## config.mk

```make
export PLATFORM = sky130hd
export DESIGN_NAME = imm_instr_encoder
export DESIGN_NICKNAME = d
export VERILOG_FILES = /design/src/rtl/imm_enc_pkg.sv /design/src/rtl/imm_enc_fifo.sv /design/src/rtl/imm_instr_encoder.sv
export SDC_FILE = /design/constraint.sdc
export NUM_CORES = 1
export LEC_CHECK = 0
export CORE_AREA = 2 2 165 167
export DETAILED_ROUTE_END_ITERATION = 12
export DIE_AREA = 0 0 167 169
export PLACE_DENSITY = 0.73
export SLEW_MARGIN = 30
export SYNTH_ARGS = -nofsm -noshare
export SYNTH_HDL_FRONTEND = slang
export SYNTH_SLANG_ARGS = --single-unit
```

## constraint.sdc

```tcl
create_clock -name clk_i -period 4.4 [get_ports clk_i]
set_input_delay 1.32 -clock clk_i [delete_from_list [all_inputs] [get_ports clk_i]]
set_output_delay 1.32 -clock clk_i [all_outputs]
set_load 0.02 [all_outputs]
```

## src/rtl/imm_enc_pkg.sv

```systemverilog
// imm_enc_pkg: opcodes, format enum, range-check and packing helpers for imm_instr_encoder
// Optional macro IMM_ENC_BTYPE_EN maps opcode 1100011 to the B format (default: unsupported).
package imm_enc_pkg;
    localparam logic [6:0] OPC_ITYPE = 7'b0010011;
    localparam logic [6:0] OPC_STYPE = 7'b0100011;
    localparam logic [6:0] OPC_BTYPE = 7'b1100011;

    typedef enum logic [1:0] {FMT_I, FMT_S, FMT_B, FMT_BAD} fmt_e;

    function automatic fmt_e decode_fmt(input logic [6:0] opc);
`ifdef IMM_ENC_BTYPE_EN
        return opc == OPC_ITYPE ? FMT_I : opc == OPC_STYPE ? FMT_S : opc == OPC_BTYPE ? FMT_B : FMT_BAD;
`else
        return opc == OPC_ITYPE ? FMT_I : opc == OPC_STYPE ? FMT_S : FMT_BAD;
`endif
    endfunction

    // Sign-extension test: every bit above the sign bit must replicate it.
    function automatic logic fits12(input logic [63:0] imm);
        return (&imm[63:11]) | ~(|imm[63:11]);
    endfunction

    function automatic logic fits13(input logic [63:0] imm);
        return (&imm[63:12]) | ~(|imm[63:12]);
    endfunction

    function automatic logic imm_ok(input fmt_e f, input logic [63:0] imm);
        return f == FMT_B ? fits13(imm) & ~imm[0] : f == FMT_BAD ? 1'b0 : fits12(imm);
    endfunction

    function automatic logic [31:0] pack(input fmt_e f, input logic [31:0] b, input logic [63:0] imm);
        return f == FMT_I ? {imm[11:0], b[19:0]} :
               f == FMT_S ? {imm[11:5], b[24:12], imm[4:0], b[6:0]} :
               f == FMT_B ? {imm[12], imm[10:5], b[24:12], imm[4:1], imm[11], b[6:0]} : b;
    endfunction
endpackage

```

## src/rtl/imm_enc_fifo.sv

```systemverilog
// imm_enc_fifo: 2-entry synchronous FIFO whose output holds the last popped word when empty
// Ports: clk_i, rst_i (sync, active-high), push_i/data_i write side, pop_i read side,
//        data_o head (or last popped word), count_o occupancy 0..2.
module imm_enc_fifo #(
    parameter int W = 64
) (
    input  logic         clk_i,
    input  logic         rst_i,
    input  logic         push_i,
    input  logic [W-1:0] data_i,
    input  logic         pop_i,
    output logic [W-1:0] data_o,
    output logic [1:0]   count_o
);
    logic [W-1:0] mem_q [2];
    logic [W-1:0] last_q;
    logic         wp_q, rp_q;
    logic [1:0]   cnt_q, cnt_d;

    assign cnt_d   = cnt_q + 2'(push_i) - 2'(pop_i);
    assign count_o = cnt_q;
    assign data_o  = cnt_q != 2'd0 ? mem_q[rp_q] : last_q;

    always_ff @(posedge clk_i) begin
        if (rst_i) begin
            mem_q[0] <= '0;
            mem_q[1] <= '0;
            last_q   <= '0;
            wp_q     <= 1'b0;
            rp_q     <= 1'b0;
            cnt_q    <= 2'd0;
        end else begin
            if (push_i) begin
                mem_q[wp_q] <= data_i;
                wp_q        <= ~wp_q;
            end
            if (pop_i) begin
                last_q <= mem_q[rp_q];
                rp_q   <= ~rp_q;
            end
            cnt_q <= cnt_d;
        end
    end
endmodule

```

## src/rtl/imm_instr_encoder.sv

```systemverilog
// imm_instr_encoder: range-checks an immediate, packs it into an RV64 I/S(/B) word, queues it with its address
// Ports: clk_i, rst_i (sync, active-high); in_valid_i/in_ready_o, base_instr_i, imm_i request side;
//        out_valid_o/out_ready_i, instr_o, addr_o stream side; err_o reject pulse, err_cnt_o saturating count.
// Optional macro IMM_ENC_BTYPE_EN enables B-format encoding of opcode 1100011.
module imm_instr_encoder
    import imm_enc_pkg::*;
#(
    parameter int          ADDR_W    = 32,
    parameter logic [63:0] BASE_ADDR = 64'd0
) (
    input  logic              clk_i,
    input  logic              rst_i,
    input  logic              in_valid_i,
    output logic              in_ready_o,
    input  logic [31:0]       base_instr_i,
    input  logic [63:0]       imm_i,
    output logic              out_valid_o,
    input  logic              out_ready_i,
    output logic [31:0]       instr_o,
    output logic [ADDR_W-1:0] addr_o,
    output logic              err_o,
    output logic [7:0]        err_cnt_o
);
    fmt_e              fmt;
    logic              ok, accept, push, rej, pop;
    logic [1:0]        count;
    logic [ADDR_W-1:0] wr_addr_q, wr_addr_d;
    logic [7:0]        err_cnt_q, err_cnt_d;
    logic              err_q;

    assign fmt    = decode_fmt(base_instr_i[6:0]);
    assign ok     = imm_ok(fmt, imm_i);
    // Ready is held low while reset is asserted so no request is taken in that cycle.
    assign in_ready_o  = ~rst_i & (count < 2'd2);
    assign accept      = in_valid_i & in_ready_o;
    assign push        = accept & ok;
    assign rej         = accept & ~ok;
    assign out_valid_o = count != 2'd0;
    assign pop         = out_valid_o & out_ready_i;
    assign wr_addr_d   = push ? wr_addr_q + ADDR_W'(4) : wr_addr_q;
    assign err_cnt_d   = rej && err_cnt_q != 8'hFF ? err_cnt_q + 8'd1 : err_cnt_q;
    assign err_o       = err_q;
    assign err_cnt_o   = err_cnt_q;

    imm_enc_fifo #(.W(32 + ADDR_W)) u_fifo (
        .clk_i   (clk_i),
        .rst_i   (rst_i),
        .push_i  (push),
        .data_i  ({pack(fmt, base_instr_i, imm_i), wr_addr_q}),
        .pop_i   (pop),
        .data_o  ({instr_o, addr_o}),
        .count_o (count)
    );

    always_ff @(posedge clk_i) begin
        if (rst_i) begin
            wr_addr_q <= BASE_ADDR[ADDR_W-1:0];
            err_cnt_q <= 8'd0;
            err_q     <= 1'b0;
        end else begin
            wr_addr_q <= wr_addr_d;
            err_cnt_q <= err_cnt_d;
            err_q     <= rej;
        end
    end
endmodule

```

Word-level counts from Yosys, hierarchy flattened
Memory sizes are Yosys's and may differ from the RTL's. A register that Yosys moved wholly into a read port is not among the register bits.
Cells that the tools add are included.
{"block": "op_classes", "add_sub_neg": 4, "magnitude_cmp": 1, "eq_ne": 6, "muxes": 18, "n_bitwise": 15, "reduce_logical": 8}
{"cell": "two-way mux 64 bit", "n": 2}
{"cell": "two-way mux 32 bit", "n": 3}
{"cell": "OR reduction 64 bit", "n": 1}
{"cell": "AND reduction 53 bit", "n": 1}
{"cell": "OR reduction 53 bit", "n": 1}
{"cell": "AND reduction 52 bit", "n": 1}
{"cell": "OR reduction 52 bit", "n": 1}
{"cell": "adder 32 x 3 -> 32 bit (second input constant)", "n": 1}
{"cell": "two-way mux 1 bit", "n": 11}
{"cell": "adder 8 x 1 -> 8 bit (second input constant)", "n": 1}
{"cell": "!= test 8 bit (second input constant)", "n": 1}
{"cell": "== test 7 x 5 -> 1 bit (second input constant)", "n": 1}
{"cell": "== test 7 x 6 -> 1 bit (second input constant)", "n": 1}
{"cell": "NOT 1 bit", "n": 7}
{"cell": "bitwise AND 1 bit", "n": 6}
{"cell": "== test 2 bit (second input constant)", "n": 2}
{"cell": "two-way mux 2 bit", "n": 2}
{"cell": "adder 2 x 1 -> 2 bit", "n": 1}
{"cell": "== test 2 x 1 -> 1 bit (second input constant)", "n": 1}
{"cell": "logical NOT 2 bit", "n": 1}
{"cell": "< comparator 2 bit (second input constant)", "n": 1}
{"cell": "bitwise OR 1 bit", "n": 2}
{"cell": "nonzero test 2 bit", "n": 1}
{"cell": "subtractor 2 x 1 -> 2 bit", "n": 1}
{"cell": "logical AND 1 bit", "n": 1}
{"block": "totals", "regBits": 109, "ram_bits": 128, "input_bits": 100, "wordCells": 60, "memories": 1}
{"name": "u_fifo.mem_q", "depth": 2, "width": 64, "read_ports": 1, "rd_clocked_by_memory_dff": 1, "wr": 2, "line_no": "imm_enc_fifo.sv:15", "rtl": "logic [W-1:0] mem_q [2];"}

Longest topological paths before layout
{"block": "logic_depth", "word_depth": 12, "ltp_mapped": 11}

Hierarchy
A second synthesis with hierarchy kept.
{"block": "unflattened", "hier_cells": 1111, "hier_area_um2": 11399.7}
{"module": "imm_enc_fifo", "instances": 1, "cells_per_inst": 797, "area_per_inst_um2": 8603.3}
{"module": "imm_instr_encoder", "instances": 1, "cells_per_inst": 314, "area_per_inst_um2": 2796.4}

Least setup slack after synthesis
OpenSTA, ideal clock, no wires.
{"block": "synth_timing", "kind": "in2reg", "startpoint": "in imm_i[52]", "endpoint": "mem u_fifo.mem_q[1][10] (enable)", "setup_ns": 0.421, "arrival_ns": 4.219, "required_ns": 3.979, "slack_ns": -0.240, "stages": 7, "n_path_buf": 1, "path_cell_list": "nor4_1 > nand4_1 > or4_4 > a21oi_4 > nand3_2 > clkbuf_1 > nand2_1"}
{"item": "from (decl)", "line_no": "imm_instr_encoder.sv:16", "rtl": "input logic [63:0] imm_i,"}
{"item": "to (decl)", "line_no": "imm_enc_fifo.sv:15"}

==> metrics.txt <==
Final Slew Violations 0; clock sinks 230; Syn Inst Count around 1000; Yosys warnings 0; status completed; antenna-violating nets left 0; WS Path Type register to output pin; routed via count 8110; crit path to instr_o[31]; register area share after synthesis 0.562; final setup skew 0.00951 ns; DR WL/cell 16.7 um; Worst Tran Pin Value 0.813 ns; worst min path class register to register; clock slew seen by the registers of the worst setup and hold paths ~0.060 ns; port buffer count 172; setup repair bufs after CTS 0; final hold slack 0.480 ns; post-synthesis to final-layout area growth 27.9%; worst vdd ir 0.252 mV; fraction of registers with async set/reset 0; H-tree level count 1; met1 usage 0.221; Worst Path Required approximately 3 ns; # diodes 0; die area 28200 um^2; number of synthesized flops with an enable pin 124; flop2flop setup slack 1.81 ns; Hold Crit Depth 2; initial antenna violation count 0; Via density 5.37; maxcap violations 0; Min Clock Period, post-route 3.87 ns; mux cell area share after synthesis 0.0782; Pre-antenna DRT Iters 5; Final setup violation count 0; row cnt 60; clk_lat worst skew 0.50 ns; RD Place Congestion 0.812; r2r worst-path depth 6; CP arrival 2.55 ns; Setup TNS 0 ns; leakage power total 4.38 nW; fmax 0.259 GHz; RR Startpoint wr_addr_q[9]$_SDFFE_PP0N_; CTS max path bufs 3; final critical-path share of the clock period 0.879; Synth Register Bits 230; top_reg_cell synth edfxtp_1; global-route wire length before repair 40.0 mm; CTS Hold Buffers Added 0; Die Height roughly 170 um; Synth Cell Area 10400 um^2; IO Pins about 180; reg2reg end wr_addr_q[31]$_SDFFE_PP0N_; share of cells above drive strength 1 0.0710; Root Driver clkbuf_16; startpoint types register; post-synthesis simple-gate area fraction 0.196; vias in the first global route 7624; Crit. End Element output pin; largest net degree at the start of global routing between 100 and 150; CTS buffer count 23; Relative slew margins 0.458; Die Width about 170 um; met3 Usage GRT 0.0290; Max FO, Critical Path 21; RSZ-0062 raised after global routing no; Resized cells post-CTS 0; M2 GR Usage 0.304; WL final 25.2 mm; NumNets Final 1257; main combinational cell family by area after synthesis simple AND/OR/NAND/NOR gates; Compound-Gate Fraction of Synth Area 0.120; Yosys cell types 51; Power Density 476 nW/um^2; Core ar. 26500 um^2; Initial Util 0.392; post-synthesis adder-cell area fraction 0.00481; Final Hold Fails 0; Post-DP HPWL 17.0 mm; CTS tree yes; global route total overflow 0; GRT Total Usage 0.172; total chip power 6.32 mW; DRC 0; xor and xnor area share after synthesis 0.00590; DRT iter0 DRCs 576; Syn Area/Cell 10.4 um^2; grt peak-use layer met2
where the power goes:
group / internal [mW] / switching (mW) / leakage [nW]
sequential: 2.42 / 0.0751 / 2.06
combinational: 0.828 / 1.05 / 1.96
clock: 1.17 / 0.787 / 0.362
total: 4.41 / 1.91 / 4.38
per-layer routing:
layer  routed length (um)  vias up
li1                     -     3964
met1                10700     3855
met2                12500      261
met3                 1550       30
met4                  420        0
met5                    0        -
cells in the mapped netlist, drive strengths merged, types with 3 or more instances:
| cell type | n | area share |
|---|---|---|
| nor4 | 18 | 0.011 |
| nand3 | 18 | 0.0091 |
| and2 | 78 | 0.047 |
| ha | 4 | 0.0048 |
| inv | 12 | 0.0043 |
| a21oi | 88 | 0.043 |
| nor3 | 3 | 0.0014 |
| and4 | 5 | 0.0042 |
| or2 | 8 | 0.0048 |
| o41ai | 7 | 0.0059 |
| a211oi | 63 | 0.045 |
| xnor2 | 4 | 0.0034 |
| xor2 | 3 | 0.0025 |
| o311ai | 6 | 0.0051 |
| mux2i | 79 | 0.076 |
| o21ai | 13 | 0.0063 |
| clkbuf | 47 | 0.017 |
| nand2 | 24 | 0.0094 |
| dfxtp | 106 | 0.20 |
| edfxtp | 124 | 0.36 |
| nor2 | 182 | 0.066 |
| o31ai | 9 | 0.0065 |
| nor2b | 3 | 0.0018 |
| or4 | 13 | 0.0097 |
| buf | 24 | 0.012 |
| or3 | 10 | 0.0060 |
| nand4 | 28 | 0.017 |
metrics by stage:
step	utilization	area (um^2)	cells	setup WS, ns
final	0.502	13300	1510	0.534
after global routing	0.502	13300	1510	0.443
after CTS	0.502	13300	1510	0.509
after detailed placement	0.473	12500	1469	0.306
after global placement	0.473	12500	1469	0.356
after floorplan	-	10400	1005	0.340
flip-flops by register name, summed over array words and instances (netlist names), named ones only:
signal,count
u_fifo.mem_q,124
err_cnt_o,8
u_fifo.rp_q,1
u_fifo.count_o,2
wr_addr_q,30
u_fifo.wp_q,1
u_fifo.last_q,62
err_o,1
how the worst min path moves through the flow:
stage                                         start  slack (ns)                         to
after floorplan            u_fifo.wp_q$_SDFFE_PP0N_        0.46   u_fifo.wp_q$_SDFFE_PP0N_
after global placement    err_cnt_o[6]$_SDFFE_PP0P_        0.47  err_cnt_o[6]$_SDFFE_PP0P_
after detailed placement  err_cnt_o[6]$_SDFFE_PP0P_        0.48  err_cnt_o[6]$_SDFFE_PP0P_
after CTS                  u_fifo.wp_q$_SDFFE_PP0N_        0.48   u_fifo.wp_q$_SDFFE_PP0N_
after global routing       u_fifo.wp_q$_SDFFE_PP0N_        0.51   u_fifo.wp_q$_SDFFE_PP0N_
final                      u_fifo.wp_q$_SDFFE_PP0N_        0.48   u_fifo.wp_q$_SDFFE_PP0N_
critical path: stages, from the launching register on:
cell and delay [ns]:
dfxtp_4 0.49, buf_4 0.42, mux2i_1 0.16, a21oi_1 0.30, clkdlybuf4s50_1 0.67
cell usage in the layout (no fill, tap or decap), types with 8 or more instances in the layout:
cell type,n
a211oi_1,63
or3_1,10
dfxtp_1,105
nor4_1,17
conb_1,8
a21oi_1,87
nand3_1,17
nand2_1,21
nand4_1,28
o21ai_0,12
clkbuf_16,23
and2_1,77
nor2_1,182
or4_1,12
edfxtp_1,124
mux2i_1,79
o31ai_1,9
clkdlybuf4s50_1,171
buf_4,15
inv_1,10
cell type report:
type                    instances  area, um^2
fillers                      2347       13200
clock buffers                  29         618
clock inverters                12         139
inverters                      13        48.8
repair buffers                194        1980
multi-input cells             691        4240
flip-flops and latches        230        5850
well taps                     341         427
kinds of logic (layout without fill, tap and decap cells):
group                      Yosys count  in the layout
other                                1              8
xor gates and xnor gates             7              7
adders and majority gates            4              4
muxes                               81             81
AOI/OAI and AO/OA                  194            194
DFF                                230            230
buffers and inverters               84            248
and+or+nand+nor                    397            397
Note: power is estimated with default switching activity, not from simulation.
